===== src/rtl/population_memory.sv =====
// Population store for the GA core: chromosome/fitness slots, saturated fitness total,
// registered parent reads and a start/done offspring write port. Option: REPLACE_WORST_EN.
module population_memory #(
    parameter int CHROMOSOME_WIDTH = 16,
    parameter int FITNESS_WIDTH    = 14,
    parameter int POPULATION_SIZE  = 16,
    parameter int ADDR_WIDTH       = $clog2(POPULATION_SIZE)
) (
    input  logic                                          clk,
    input  logic                                          rst,
    input  logic                                          start_write,
    input  logic [CHROMOSOME_WIDTH-1:0]                   child_in,
    input  logic [FITNESS_WIDTH-1:0]                      child_fitness_in,
    input  logic [ADDR_WIDTH-1:0]                         read_addr1,
    input  logic [ADDR_WIDTH-1:0]                         read_addr2,
    output logic [CHROMOSOME_WIDTH-1:0]                   parent1_out,
    output logic [CHROMOSOME_WIDTH-1:0]                   parent2_out,
    output logic [POPULATION_SIZE-1:0][FITNESS_WIDTH-1:0] fitness_values,
    output logic [FITNESS_WIDTH-1:0]                      total_fitness,
    output logic [ADDR_WIDTH:0]                           population_count,
    output logic                                          population_full,
    output logic                                          busy,
    output logic                                          write_done,
    output logic                                          write_accepted
);

    localparam int ACC_W = FITNESS_WIDTH + ADDR_WIDTH;
    localparam int CNT_W = ADDR_WIDTH + 1;

    typedef enum logic [1:0] {
        IDLE  = 2'd0,
        WRITE = 2'd1,
        DONE  = 2'd2
    } state_t;

    // The accumulator is wide enough for the exact sum; only the published total clips.
    function automatic logic [FITNESS_WIDTH-1:0] sat_total(input logic [ACC_W-1:0] acc);
        if (|acc[ACC_W-1:FITNESS_WIDTH]) begin
            return '1;
        end
        return acc[FITNESS_WIDTH-1:0];
    endfunction

    state_t                      state_q, state_d;
    logic [CHROMOSOME_WIDTH-1:0] mem_q [POPULATION_SIZE];
    logic [CHROMOSOME_WIDTH-1:0] mem_d [POPULATION_SIZE];
    logic [FITNESS_WIDTH-1:0]    fit_q [POPULATION_SIZE];
    logic [FITNESS_WIDTH-1:0]    fit_d [POPULATION_SIZE];
    logic [ACC_W-1:0]            acc_q, acc_d;
    logic [ADDR_WIDTH-1:0]       wr_ptr_q, wr_ptr_d;
    logic [CNT_W-1:0]            count_q, count_d;
    logic [CHROMOSOME_WIDTH-1:0] child_q, child_d;
    logic [FITNESS_WIDTH-1:0]    child_fit_q, child_fit_d;
    logic [ADDR_WIDTH-1:0]       tgt_q, tgt_d;
    logic                        accept_q, accept_d;
    logic [CHROMOSOME_WIDTH-1:0] parent1_q, parent1_d;
    logic [CHROMOSOME_WIDTH-1:0] parent2_q, parent2_d;

    logic                        full;
    logic [ADDR_WIDTH-1:0]       ptr_next;
    logic [ADDR_WIDTH-1:0]       req_tgt;
    logic                        req_accept;

    assign full     = (count_q == CNT_W'(POPULATION_SIZE));
    assign ptr_next = (wr_ptr_q == ADDR_WIDTH'(POPULATION_SIZE - 1)) ? '0 : wr_ptr_q + 1'b1;

`ifdef REPLACE_WORST_EN
    logic [FITNESS_WIDTH-1:0] min_fit;
    logic [ADDR_WIDTH-1:0]    min_idx;

    // Strict less-than keeps the lowest index on ties.
    always_comb begin
        min_fit = fit_q[0];
        min_idx = '0;
        for (int i = 1; i < POPULATION_SIZE; i++) begin
            if (fit_q[i] < min_fit) begin
                min_fit = fit_q[i];
                min_idx = ADDR_WIDTH'(i);
            end
        end
    end

    always_comb begin
        req_tgt    = wr_ptr_q;
        req_accept = 1'b1;
        if (full) begin
            req_tgt    = min_idx;
            req_accept = (child_fitness_in > min_fit);
        end
    end
`else
    // Round-robin: once full, wr_ptr has wrapped and simply keeps overwriting.
    always_comb begin
        req_tgt    = wr_ptr_q;
        req_accept = 1'b1;
    end
`endif

    always_comb begin
        state_d     = state_q;
        mem_d       = mem_q;
        fit_d       = fit_q;
        acc_d       = acc_q;
        wr_ptr_d    = wr_ptr_q;
        count_d     = count_q;
        child_d     = child_q;
        child_fit_d = child_fit_q;
        tgt_d       = tgt_q;
        accept_d    = accept_q;
        parent1_d   = mem_q[read_addr1];
        parent2_d   = mem_q[read_addr2];

        unique case (state_q)
            IDLE: begin
                if (start_write) begin
                    child_d     = child_in;
                    child_fit_d = child_fitness_in;
                    tgt_d       = req_tgt;
                    accept_d    = req_accept;
                    state_d     = WRITE;
                end
            end
            WRITE: begin
                if (accept_q) begin
                    mem_d[tgt_q] = child_q;
                    fit_d[tgt_q] = child_fit_q;
                    acc_d        = acc_q - ACC_W'(fit_q[tgt_q]) + ACC_W'(child_fit_q);
                    wr_ptr_d     = ptr_next;
                    if (!full) begin
                        count_d = count_q + 1'b1;
                    end
                end
                state_d = DONE;
            end
            DONE: begin
                state_d = IDLE;
            end
            default: begin
                state_d = IDLE;
            end
        endcase
    end

    always_ff @(posedge clk or posedge rst) begin
        if (rst) begin
            state_q     <= IDLE;
            mem_q       <= '{default: '0};
            fit_q       <= '{default: '0};
            acc_q       <= '0;
            wr_ptr_q    <= '0;
            count_q     <= '0;
            child_q     <= '0;
            child_fit_q <= '0;
            tgt_q       <= '0;
            accept_q    <= 1'b0;
            parent1_q   <= '0;
            parent2_q   <= '0;
        end else begin
            state_q     <= state_d;
            mem_q       <= mem_d;
            fit_q       <= fit_d;
            acc_q       <= acc_d;
            wr_ptr_q    <= wr_ptr_d;
            count_q     <= count_d;
            child_q     <= child_d;
            child_fit_q <= child_fit_d;
            tgt_q       <= tgt_d;
            accept_q    <= accept_d;
            parent1_q   <= parent1_d;
            parent2_q   <= parent2_d;
        end
    end

    always_comb begin
        for (int i = 0; i < POPULATION_SIZE; i++) begin
            fitness_values[i] = fit_q[i];
        end
    end

    assign parent1_out      = parent1_q;
    assign parent2_out      = parent2_q;
    assign total_fitness    = sat_total(acc_q);
    assign population_count = count_q;
    assign population_full  = full;
    assign busy             = (state_q != IDLE);
    assign write_done       = (state_q == DONE);
    assign write_accepted   = (state_q == DONE) && accept_q;

endmodule


===== config.mk =====
export PLATFORM = sky130hd
export DESIGN_NAME = population_memory
export DESIGN_NICKNAME = d
export VERILOG_FILES = /design/src/rtl/population_memory.sv
export SDC_FILE = /design/constraint.sdc
export NUM_CORES = 1
export LEC_CHECK = 0
export BUFFER_PORTS_ARGS = -buffer_cell sky130_fd_sc_hd__buf_2
export CORE_UTILIZATION = 55
export CTS_CLUSTER_DIAMETER = 120
export DETAILED_ROUTE_END_ITERATION = 12
export PLACE_DENSITY = 0.76
export SYNTH_ARGS = -nofsm -noshare
export SYNTH_HDL_FRONTEND = slang
export SYNTH_SLANG_ARGS = --single-unit

===== constraint.sdc =====
create_clock -name clk -period 20.2 [get_ports clk]
set_input_delay 1.01 -clock clk [delete_from_list [all_inputs] [get_ports clk]]
set_output_delay 1.01 -clock clk [all_outputs]
set_load 0.05 [all_outputs]

# [After elaboration in Yosys (flattened, before gate mapping)]
# Cells that the tools add are included.
[classes] order_cmp=4 muxes=21 bitwise=4 n_addsub=4 n_eq_ne=5 n_reduce_logical=8
[op_table] op="bitwise mux 256 bit" count=1
[op_table] op="bitwise mux 224 bit" count=1
[op_table] op="binary-select mux 16 bit (select 4 bit)" count=2
[op_table] op="2-to-1 mux 16 bit" count=5
[op_table] op="2-to-1 mux 14 bit" count=5
[op_table] op="demux 16 bit (select 4 bit)" count=1
[op_table] op="binary-select mux 14 bit (select 4 bit)" count=1
[op_table] op="demux 14 bit (select 4 bit)" count=1
[op_table] op="adder 18 x 14 -> 18 bit" count=1
[op_table] op="subtractor 18 x 14 -> 18 bit" count=1
[op_table] op="greater-or-equal comparator 5 bit (second input constant)" count=3
[op_table] op="NOT 4 -> 5 bit" count=3
[op_table] op="adder 5 x 1 -> 5 bit (second input constant)" count=1
[op_table] op="equality test 5 bit (second input constant)" count=1
[op_table] op="less-than comparator 5 x 1 -> 1 bit (second input constant)" count=1
[op_table] op="adder 4 x 1 -> 4 bit (second input constant)" count=1
[op_table] op="equality test 4 bit (second input constant)" count=1
[op_table] op="2-to-1 mux 4 bit" count=1
[op_table] op="one-hot mux 2 bit (2 select lines)" count=1
[op_table] op="AND reduction 2 bit" count=2
[op_table] op="OR reduction 4 bit" count=1
[op_table] op="AND reduction 3 bit" count=1
[op_table] op="equality test 2 x 1 -> 1 bit (second input constant)" count=1
[op_table] op="equality test 2 bit (second input constant)" count=1
[op_table] op="other kinds (7)" count=8
[word_totals] register_bits=576 output_inout_bits=279 in_bits=41

# [Logic depth before layout (Yosys ltp)]
# Gate-level depths: netlist of run 1.
[logic_depth] depth_word=6 ltp_mapped=15

# [Least setup slack after synthesis of run 1]
# OpenSTA, ideal clock, no wires.
[synth_path] path_kind="register to register" start="register tgt_q[1]" end="register acc_q[17]" path_stages_with_launch=15 path_slack_ps=16297 required_time_ps=20075 synth_period_minus_slack_ps=3903 t_arrival_ps=3778 setup_ps=125 path_cell_list="dfrtp_1 > buf_2 > buf_1 > mux4_2 > mux4_2 > fa_1 > inv_1 > ha_1 > clkbuf_1 > a21oi_1 > o21ai_0 > a221oi_1 > o41ai_2 > xnor2_1 > mux2_2"
[synth_between] elab_chain_cells=6
[synth_rtl] item="start: declaration" line_no="54" text="logic [ADDR_WIDTH-1:0] tgt_q, tgt_d;"
[synth_rtl] item="start signal: assignment" line_no="167" text="tgt_q <= tgt_d;"
[synth_rtl] item="NOT 4 -> 5 bit (implied by the code)" line_no="127" text="acc_d = acc_q - ACC_W'(fit_q[tgt_q]) + ACC_W'(child_fit_q);"
[synth_rtl] item="binary-select mux 14 bit (select 4 bit)" line_no="127"
[synth_rtl] item="2-to-1 mux 14 bit (implied by the code) (2 in series)" line_no="127"
[synth_rtl] item="subtractor 18 x 14 -> 18 bit" line_no="127"
[synth_rtl] item="adder 18 x 14 -> 18 bit" line_no="127"
[synth_rtl] item="end signal: assignment" line_no="149" text="acc_q <= '0;"
[synth_rtl] item="end signal: assignment" line_no="162" text="acc_q <= acc_d;"
[synth_rtl] item="end: declaration" line_no="49" text="logic [ACC_W-1:0] acc_q, acc_d;"
# Every way passes these cells. The select of a mux whose other input is x is not followed.
# A chain may end at the register's enable or synchronous reset.

# [Worst setup path in the final report of run 1]
[layout_path] start="register tgt_q[0]" end="register acc_q[17]"
# The elaborated chain is that of the path after synthesis.

==> results.md, run 1 <==
- Status: finished clean
- Worst slack at placement: 15.28 ns
- Number of vias after detailed routing: 18200
- Final Cycle Share: 24.3%
- CP most frequent cell: sky130_fd_sc_hd__mux4_2
- Count of maximum capacitance violations: 0
- Type of the worst min-delay path: reg2reg
- Global-route congestion overflow total: 0
- Input/output buffers: 319
- Chip width: 227 um
- Number of sinks handled by clock tree synthesis: around 580
- Synth Net Count: between 1500 and 2000
- Final wirelength: 78300 um
- Static leakage: 15.2 nW
- Minimum clock period after layout: 4.92 ns
- Post-detailed-route count of antenna-violating nets: 0
- Inserted Clock Buffers: between 50 and 60
- Number of buffers on the longest clock path: 3
- Cell breakdown of the critical path: buf_4 > mux4_2 > mux4_2 > fa_1 > inv_1 > ha_1 > nand3_1 > o211ai_2 > a31oi_2 > o41ai_2 > xnor2_1 > mux2_2
- Required time reported for the critical path endpoint: between 20 and 25 ns
- Fraction of layout cells with a size suffix above 1: 46.7%
- Area growth from synthesis to layout: 14.6%
- Setup slack after layout: 15.28 ns
- R2r startpoint: tgt_q[0]
- Hold-fix buffers, CTS: 0
- Area of the mapped netlist: 27900 sq um
- First-pass iteration count of the detailed router: 5
- Count of buffers added by post-CTS timing repair for setup: 0
- Standard cell core area: 50100 sq um
- Register area share after synthesis: 51.6%
- Post-place instance area: 29900 sq um
- Fin Clk Skew: ~0.04 ns
- Smallest hold slack: 0.481 ns
- Cells after Synth: 1886
- Synthesis-stage register bit count: between 500 and 600
- CTS Root Cell: sky130_fd_sc_hd__clkbuf_16
- Endpoint of the worst-slack reg-to-reg timing path: acc_q[17]
- Slowest Stage Delay on Critical Path: 0.69 ns
- Starting density of the core: 55.8%
- Endpoint type of the worst setup path: flip-flop
- Unrepaired setup endpoints after global routing: no
- Crit-path max FO: 43
- Floorplan die area: 51700 sq um
- Routed length per instance: 27.3 um
- Count of non-filler cells in the finished layout: 2864
- Number of nets in the final layout: about 2200
- Most used cells in the layout excluding fill and tap cells: 573 x sky130_fd_sc_hd__dfrtp_1, 317 x sky130_fd_sc_hd__buf_2, 300 x sky130_fd_sc_hd__mux2_2
- Slew at the pin closest to its max-slew limit: 1.11 ns
- Yosys warning total: 0
- Post-cts sizing count: 0
- Setup TNS Final: 0 ns
- Setup crit end: acc_q[17]
- Synth Area per Inst: 14.8 sq um
- Worst VDD drop: 0.000140 V
- Placer Congestion: 0.943
- Remaining design rule violation count: 0
- HPWL Detailed: approximately 50000 um
- Total power consumption of the routed design: 5.81 mW
- TritonCTS clock tree: built
- Number of violations reported at the end of detailed-routing iteration 0: approximately 1500
- Maximum number of pins on one net before global-route repair: 194
- Clock Pin Slew Worst Setup and Hold Paths: about 0.07 ns
- # IOs: 320
- Setup slack of the worst register-to-register path: 15.28 ns
- Final-report hold violation count: 0
- Source of the critical timing path: tgt_q[0]
- Insertion delay to the later sink of the worst-skew pair: ~0.64 ns
- Final core occ: 63.9%
- Critical Path Start Type: flip-flop
- Most common cell after layout, fill and taps aside: sky130_fd_sc_hd__dfrtp_1
- Cell area power density: 181 nW/um^2
- Fraction of registers with async set/reset: 100%
- Chip height: 227 um
- Level count of the clock H-tree: 2
- Post-synthesis cell type count: 58
- Cell total after placement: roughly 2800
- Depth of the most critical reg-to-reg path: 12
- Cell with the largest stage delay on the worst path: sky130_fd_sc_hd__buf_4
- Max-slew headroom at the worst pin: about 26%
- Count of flip-flops with a built-in enable after synthesis: 0
- Wire length of the first global-routing pass: 121000 um
- Number of cell rows: 82
- Diodes inserted: 0
- Startpoint-to-endpoint class of the critical path: reg2reg
- Setup-failing EPs final: 0
- GRT Util Overall: between 30% and 40%
- Number of antenna violations at the first check in global routing: 1
- Count of pins over their slew limit: 0
- Ys flop type: sky130_fd_sc_hd__dfrtp_1
- Data arrival time at the worst-slack endpoint: approximately 5.4 ns
- Final instance area: 32000 sq um
- Vias in the first global route: 19200
- Highest attainable clock frequency: roughly 200 MHz
- Detailed-route vias per instance: about 6.4
worst max-delay path, delay by kind of cell (launching register included):
family	cells	cell delay [ns]
DFF	1	0.65
and+or+nand+nor	1	0.10
muxes	3	1.39
xor gates and xnor gates	1	0.10
buffers and inverters	2	0.74
AOI/OAI and AO/OA	3	0.89
adders and majority gates	2	0.85
cell families (layout without fill, tap and decap cells):
| kind of cell | count (synthesis) | count (layout) | synth area share [%] |
|---|---|---|---|
| and+or+nand+nor | 240 | 240 | 4.10 |
| xor gates and xnor gates | 18 | 18 | 0.565 |
| adders and majority gates | 37 | 37 | 2.03 |
| AOI/OAI and AO/OA | 188 | 188 | 3.71 |
| buffers and inverters | 208 | 514 | 3.38 |
| DFF | 576 | 576 | 51.6 |
| muxes | 619 | 619 | 34.6 |
where the power goes:
group | total (mW) | switching, mW | internal, mW
sequential | 1.97 | 0.403 | 1.56
clock | 1.16 | 0.466 | 0.698
combinational | 2.68 | 1.61 | 1.07
layout make-up:
| cell class | count | area [sq um] |
|---|---|---|
| inverter | 68 | 263 |
| clock inverter | 24 | 369 |
| clock buffer | 82 | 1690 |
| sequential | 576 | 14400 |
| tap | 672 | 841 |
| multi-input combinational | 1102 | 12600 |
| fill | 3673 | 18100 |
| timing repair buffer | 340 | 1780 |
worst min path at each step:
stage	slack [ns]	end	from	cells past startpoint
global route	0.50	acc_q[3]	acc_q[3]	2
finish	0.48	acc_q[13]	acc_q[13]	2
global placement	0.46	acc_q[3]	acc_q[3]	2
detailed placement	0.47	acc_q[13]	acc_q[13]	2
CTS	0.48	acc_q[3]	acc_q[3]	2
floorplan	0.45	acc_q[10]	acc_q[10]	2
registers in the layout (all words and copies together) (netlist names):
name,count
fitness_values,224
parent2_out,16
child_fit_q,14
accept_q,1
parent1_out,16
state_q,2
tgt_q,4
req_tgt,4
population_count,5
mem_q,256
acc_q,18
child_q,16
layer usage:
metal	wire, um	up-vias	global-route usage [%]
met5	8	-	0
met4	3400	2	13.5
met3	6420	222	7.37
met2	37800	815	50.0
met1	30600	9660	42.3
li1	-	7500	-
cells in the mapped netlist, types with 4 or more instances:
master                     number  share of area [%]
sky130_fd_sc_hd__a21oi_1       14               0.25
sky130_fd_sc_hd__a311oi_1       4               0.13
sky130_fd_sc_hd__and2_1         4              0.090
sky130_fd_sc_hd__buf_1          8               0.11
sky130_fd_sc_hd__buf_2         50               0.90
sky130_fd_sc_hd__buf_4         15               0.40
sky130_fd_sc_hd__buf_6          6               0.24
sky130_fd_sc_hd__clkbuf_1      61               0.82
sky130_fd_sc_hd__clkinv_1      14               0.19
sky130_fd_sc_hd__dfrtp_1      576                 52
sky130_fd_sc_hd__fa_1          14                1.0
sky130_fd_sc_hd__ha_1          23                1.0
sky130_fd_sc_hd__inv_1         54               0.73
sky130_fd_sc_hd__mux2_1        63                2.5
sky130_fd_sc_hd__mux2_2       300                 12
sky130_fd_sc_hd__mux2_4        26                1.4
sky130_fd_sc_hd__mux4_2       230                 19
sky130_fd_sc_hd__nand2_1      155                2.1
sky130_fd_sc_hd__nand2_4        5               0.20
sky130_fd_sc_hd__nand2b_1       4              0.090
sky130_fd_sc_hd__nand3_1       19               0.34
sky130_fd_sc_hd__nand4_1        4              0.090
sky130_fd_sc_hd__nor2_1        17               0.23
sky130_fd_sc_hd__nor2b_1        4              0.090
sky130_fd_sc_hd__o21a_1         4               0.11
sky130_fd_sc_hd__o21ai_0      134                2.4
sky130_fd_sc_hd__o21ai_1       15               0.27
sky130_fd_sc_hd__or2_2          4              0.090
sky130_fd_sc_hd__xnor2_1       17               0.53
(Power assumes the default switching activity.)
==> run 2, diff against run 1 <==
==> constraint.sdc (replaced) <==
create_clock -name clk -period 4.8 [get_ports clk]
set_input_delay 0.24 -clock clk [delete_from_list [all_inputs] [get_ports clk]]
set_output_delay 0.24 -clock clk [all_outputs]
set_load 0.05 [all_outputs]
==> results.md, run 2 (synthesized netlist as in run 1, its figures left out) <==
- Status: finished clean
- GRT Util Overall: 32.2%
- CTS Root Cell: sky130_fd_sc_hd__clkbuf_16
- Data arrival time at the worst-slack endpoint: around 4.8 ns
- Worst slack at placement: 0.507 ns
- Register name with the most flops: mem_q
- Setup slack after layout: 0.495 ns
- TritonCTS clock tree: built
- Final instance area: between 30000 and 40000 sq um
- Insertion delay to the later sink of the worst-skew pair: 0.63 ns
- Floorplan die area: between 50000 and 60000 sq um
- Level count of the clock H-tree: 2
- Minimum clock period after layout: 4.30 ns
- Total power consumption of the routed design: 24.4 mW
- Remaining design rule violation count: 0
- Cell area power density: 753 nW/um^2
- Depth of the most critical reg-to-reg path: 12
- Diodes inserted: 0
- Smallest hold slack: about 0.053 ns
- Fill cell count: 3708
- Count of maximum capacitance violations: 0
- HPWL Detailed: 50800 um
- Area growth from synthesis to layout: 16.1%
- Starting density of the core: 55.8%
- Cell total after placement: roughly 2800
- Setup TNS Final: 0 ns
- Setup slack of the worst register-to-register path: 0.50 ns
- Critical Path Start Type: flip-flop
- Number of buffers on the longest clock path: 3
- Launch point of the worst hold path: start_write
- Input/output buffers: about 320
- Maximum number of pins on one net before global-route repair: 192
- Flip-flop count of the largest register after layout: 256
- Inserted Clock Buffers: between 50 and 60
- Number of sinks handled by clock tree synthesis: 576
- Final-report hold violation count: 0
- Routed length per instance: between 20 and 30 um
- First-pass iteration count of the detailed router: 5
- Max-slew headroom at the worst pin: 25.0%
- Endpoint of the worst-slack reg-to-reg timing path: acc_q[12]
- Multi-input gate area in the final layout: 12600 sq um
- Fraction of layout cells with a size suffix above 1: 46.4%
- Static leakage: 15.4 nW
- Chip height: around 230 um
- Slew at the pin closest to its max-slew limit: 1.12 ns
- Highest attainable clock frequency: ~230 MHz
- Most used cells in the layout excluding fill and tap cells: 573 x sky130_fd_sc_hd__dfrtp_1, 317 x sky130_fd_sc_hd__buf_2, 300 x sky130_fd_sc_hd__mux2_2
- Sequential cell area: 14400 sq um
- Clock Pin Slew Worst Setup and Hold Paths: 0.06 ns
- Wire length of the first global-routing pass: 121000 um
- Worst VDD drop: 0.000666 V
- Number of nets in the final layout: 2272
- # IOs: 320
- Source of the critical timing path: tgt_q[1]
- Number of violations reported at the end of detailed-routing iteration 0: 1498
- Required time reported for the critical path endpoint: 5.28 ns
- Final wirelength: 79400 um
- Placer Congestion: 0.946
- Fin Clk Skew: roughly 0.022 ns
- Count of non-filler cells in the finished layout: 2910
- Number of cell rows: 82
- Type of the worst min-delay path: in2reg
- Endpoint type of the worst setup path: flip-flop
- Unrepaired setup endpoints after global routing: no
- Final core occ: 64.8%
- Hold depth: 3
- Number of vias after detailed routing: 18200
- R2r startpoint: tgt_q[1]
- Final Cycle Share: 89.7%
- Vias in the first global route: 19200
- Standard cell core area: 50100 sq um
- Post-place instance area: between 30000 and 40000 sq um
- Worst hold endpoint: state_q[0]
- Most common cell after layout, fill and taps aside: sky130_fd_sc_hd__dfrtp_1
- Detailed-route vias per instance: 6.26
- Global-route congestion overflow total: 0
- Number of antenna violations at the first check in global routing: 0
- Count of pins over their slew limit: 0
- Crit-path max FO: 32
- Setup-failing EPs final: 0
- Post-cts sizing count: 0
- Post-detailed-route count of antenna-violating nets: 0
- Startpoint-to-endpoint class of the critical path: reg2reg
- Chip width: 227 um
==> run 2: cell count changes in the layout (fill, tap and decap cells not counted), sizes merged <==
cell | before | now
clkbuf | 82 | 87
buf | 340 | 356
clkinvlp | 2 | 1
inv | 55 | 54
clkinv | 26 | 25
dlygate4sd3 | 0 | 31
bufinv | 9 | 6
==> run 2: critical path, stage by stage, from the launching register on <==
cell                       delay (ns)
sky130_fd_sc_hd__dfrtp_2         0.88
sky130_fd_sc_hd__buf_4           0.31
sky130_fd_sc_hd__mux4_2          0.31
sky130_fd_sc_hd__mux4_2          0.48
sky130_fd_sc_hd__fa_1            0.49
sky130_fd_sc_hd__inv_1           0.04
sky130_fd_sc_hd__ha_1            0.37
sky130_fd_sc_hd__and3_1          0.26
sky130_fd_sc_hd__and2_1          0.18
sky130_fd_sc_hd__o311ai_1        0.41
sky130_fd_sc_hd__o21ai_0         0.18
sky130_fd_sc_hd__xnor2_1         0.16
sky130_fd_sc_hd__o21ai_1         0.07
==> run 2: how the worst max path moves through the flow <==
stage,cells after the start,endpoint
floorplan,1,acc_q[0]
global placement,12,acc_q[12]
detailed placement,12,acc_q[14]
CTS,12,acc_q[14]
global route,12,acc_q[17]
finish,12,acc_q[12]
==> run 2: per-layer routing <==
metal / vias up / part of all wire (%) / global-route usage (%)
li1: 7588 / - / -
met1: 9545 / 38 / 41.5
met2: 841 / 48 / 51.0
met3: 249 / 8.6 / 8.22
met4: 0 / 5.2 / 16.2
met5: - / 0 / 0
==> run 2: cell type report <==
class,instances,share of cell area (%)
Timing Repair Buffer,387,7.02
Tap cell,672,2.59
Clock inverter,18,0.753
Clock buffer,87,5.40
Sequential cell,576,44.5
Inverter,68,0.799
Multi-Input combinational cell,1102,39.0
==> run 2: what timing repair did <==
item | CTS | global route
hold buffers | 31 | 0
endpoints found under the hold margin | 42 | 0
buffers inserted | 0 | 0
==> run 2: power by group <==
part | switching (mW) | internal [mW] | total (mW)
clock | 1.92 | 2.82 | 4.75
combinational | 6.75 | 4.58 | 11.3
sequential | 1.76 | 6.58 | 8.34
total | 10.4 | 14.0 | 24.4
==> run 3, diff against run 2 <==
--- a/config.mk
+++ b/config.mk
@@ -9,6 +9,7 @@
 export CORE_UTILIZATION = 55
 export CTS_CLUSTER_DIAMETER = 120
 export DETAILED_ROUTE_END_ITERATION = 12
+export GPL_TIMING_DRIVEN = 0
 export PLACE_DENSITY = 0.76
 export SYNTH_ARGS = -nofsm -noshare
 export SYNTH_HDL_FRONTEND = slang
==> results.md, run 3 (synthesized netlist as in run 1, its figures left out) <==
- Slew at the pin closest to its max-slew limit: 1.19 ns
- Cell area power density: between 700 and 800 nW/um^2
- Cell breakdown of the critical path: clkbuf_1 > mux4_2 > mux4_2 > fa_1 > inv_1 > ha_1 > nand3_1 > o211ai_2 > a31oi_2 > o41ai_2 > xnor2_1 > mux2_2
- Unrepaired setup endpoints after global routing: no
- Input/output buffers: 311
- Standard cell core area: 50100 sq um
- Area growth from synthesis to layout: 18.3%
- Chip height: between 200 and 250 um
- Post-detailed-route count of antenna-violating nets: 0
- Worst VDD drop: between 0.0005 and 0.0006 V
- Final-report hold violation count: 0
- Number of sinks handled by clock tree synthesis: around 580
- Register name with the most flops: mem_q
- Chip width: 227 um
- CTS Root Cell: sky130_fd_sc_hd__clkbuf_16
- Starting density of the core: about 56%
- Max-slew headroom at the worst pin: roughly 21%
- Sequential cell area: roughly 14000 sq um
- Fin Clk Skew: around 0.028 ns
- Global-route congestion overflow total: 0
- Routed length per instance: 30.6 um
- Remaining design rule violation count: 0
- Maximum number of pins on one net before global-route repair: 44
- Setup slack after layout: between 0.05 and 0.06 ns
- HPWL Detailed: 63000 um
- Final Cycle Share: 98.8%
- Setup-failing EPs final: 0
- Vias in the first global route: just over 20000
- Fraction of layout cells with a size suffix above 1: a little under half
- Floorplan die area: 51700 sq um
- Highest attainable clock frequency: 211 MHz
- Number of vias after detailed routing: approximately 20000
- Count of pins over their slew limit: 0
- Number of buffers on the longest clock path: 3
- Level count of the clock H-tree: 2
- Count of maximum capacitance violations: 0
- Number of antenna violations at the first check in global routing: 0
- Multi-input gate area in the final layout: 12600 sq um
- Number of cell rows: 82
- Most used cells in the layout excluding fill and tap cells: 576 x sky130_fd_sc_hd__dfrtp_1, 361 x sky130_fd_sc_hd__buf_2, 300 x sky130_fd_sc_hd__mux2_2
- Crit-path max FO: 10
- Worst slack at placement: -0.197 ns
- Slowest Stage Delay on Critical Path: roughly 0.85 ns
- Insertion delay to the later sink of the worst-skew pair: 0.64 ns
- GRT Util Overall: 37.2%
- Count of buffers added by post-CTS timing repair for setup: 0
- Number of nets in the final layout: 2384
- CP most frequent cell: sky130_fd_sc_hd__mux4_2
- Required time reported for the critical path endpoint: roughly 5.3 ns
- # IOs: 320
- Static leakage: 15.7 nW
- Inserted Clock Buffers: 61
- Wire length of the first global-routing pass: approximately 140000 um
- First-pass iteration count of the detailed router: 5
- Most common cell after layout, fill and taps aside: sky130_fd_sc_hd__dfrtp_1
- Final wirelength: 92700 um
- Endpoint type of the worst setup path: flip-flop
- Minimum clock period after layout: between 4 and 5 ns
- Number of violations reported at the end of detailed-routing iteration 0: 1932
- Type of the worst min-delay path: in2async
- TritonCTS clock tree: built
- Fill cell count: 3653
- Critical Path Start Type: flip-flop
- Depth of the most critical reg-to-reg path: 12
- Clock Pin Slew Worst Setup and Hold Paths: 0.06 ns
- Setup TNS Final: 0 ns
- Data arrival time at the worst-slack endpoint: between 5 and 6 ns
- Placer Congestion: 0.971
- Flip-flop count of the largest register after layout: 256
- Startpoint-to-endpoint class of the critical path: reg2reg
- Detailed-route vias per instance: 6.50
- Status: finished clean
- Cell with the largest stage delay on the worst path: sky130_fd_sc_hd__clkbuf_1
[run 3: changes by cell type in the layout (fill, tap and decap cells not counted), sizes merged]
cell | previous run | this run
inv | 54 | 55
clkbuf | 87 | 155
clkinv | 25 | 30
bufinv | 6 | 4
clkinvlp | 1 | 4
buf | 356 | 402
diode | 0 | 1
[run 3: metrics by stage]
| step | hold WS, ns | instance area, sq um | std cells | power, mW | util [%] |
|---|---|---|---|---|---|
| floorplan | 0.357 | 27900 | 1886 | 16.6 | - |
| global placement | 0.448 | 30300 | 2869 | 19.5 | 60.6 |
| detailed placement | 0.429 | 30600 | 2884 | 19.8 | 61.2 |
| CTS | 0.225 | 33000 | 3031 | 24.8 | 66.0 |
| global route | 0.281 | 33000 | 3031 | 26.0 | 65.9 |
| finish | 0.299 | 33000 | 3032 | 24.9 | 66.0 |
[run 3: layout make-up]
| type | instances | share of cell area (%) |
|---|---|---|
| clock inverters | 25 | 0.762 |
| well taps | 672 | 2.55 |
| flip-flops and latches | 576 | 43.6 |
| repair buffers | 357 | 6.56 |
| multi-input cells | 1102 | 38.0 |
| diodes | 1 | 0.00758 |
| clock buffers | 91 | 5.52 |
| inverters | 68 | 0.784 |
| plain buffers | 140 | 2.13 |
[run 3: critical path: cells and delay by family, from the launching register on]
family / cells / cell delay, ns
AOI/OAI and AO/OA: 3 / 0.92
xor gates and xnor gates: 1 / 0.11
adders and majority gates: 2 / 0.87
buffers and inverters: 2 / 0.89
DFF: 1 / 0.44
muxes: 3 / 1.26
and+or+nand+nor: 1 / 0.12
[run 3: what timing repair did]
action,4_1_cts,5_1_grt
resized for setup,6,12
endpoints found under the hold margin,62,0
endpoints found under the setup margin,8,7
hold buffers,31,0
[run 3: per-layer routing]
metal | global-route usage [%] | wire (um) | vias up
li1 | - | - | 7835
met1 | 47.6 | 34100 | 10300
met2 | 59.6 | 44700 | 1249
met3 | 8.87 | 8850 | 308
met4 | 18.7 | 5120 | 0
met5 | 0 | 0 | -
[run 3: where the power goes]
part,total [mW],internal (mW),switching (mW)
Combinational,11.9,4.61,7.31
Clock,4.90,2.84,2.06
Sequential,8.10,6.58,1.52
[run 3: final timing paths]
check	from	end	slack (ns)
max	tgt_q[1]	acc_q[17]	0.06
min	rst	population_count[2]	0.30
max reg2reg	tgt_q[1]	acc_q[17]	0.06
min reg2reg	acc_q[3]	acc_q[3]	0.49
max in group asynchronous	rst	parent2_out[8]	2.23
min in group clk	read_addr2[3]	parent2_out[4]	0.30
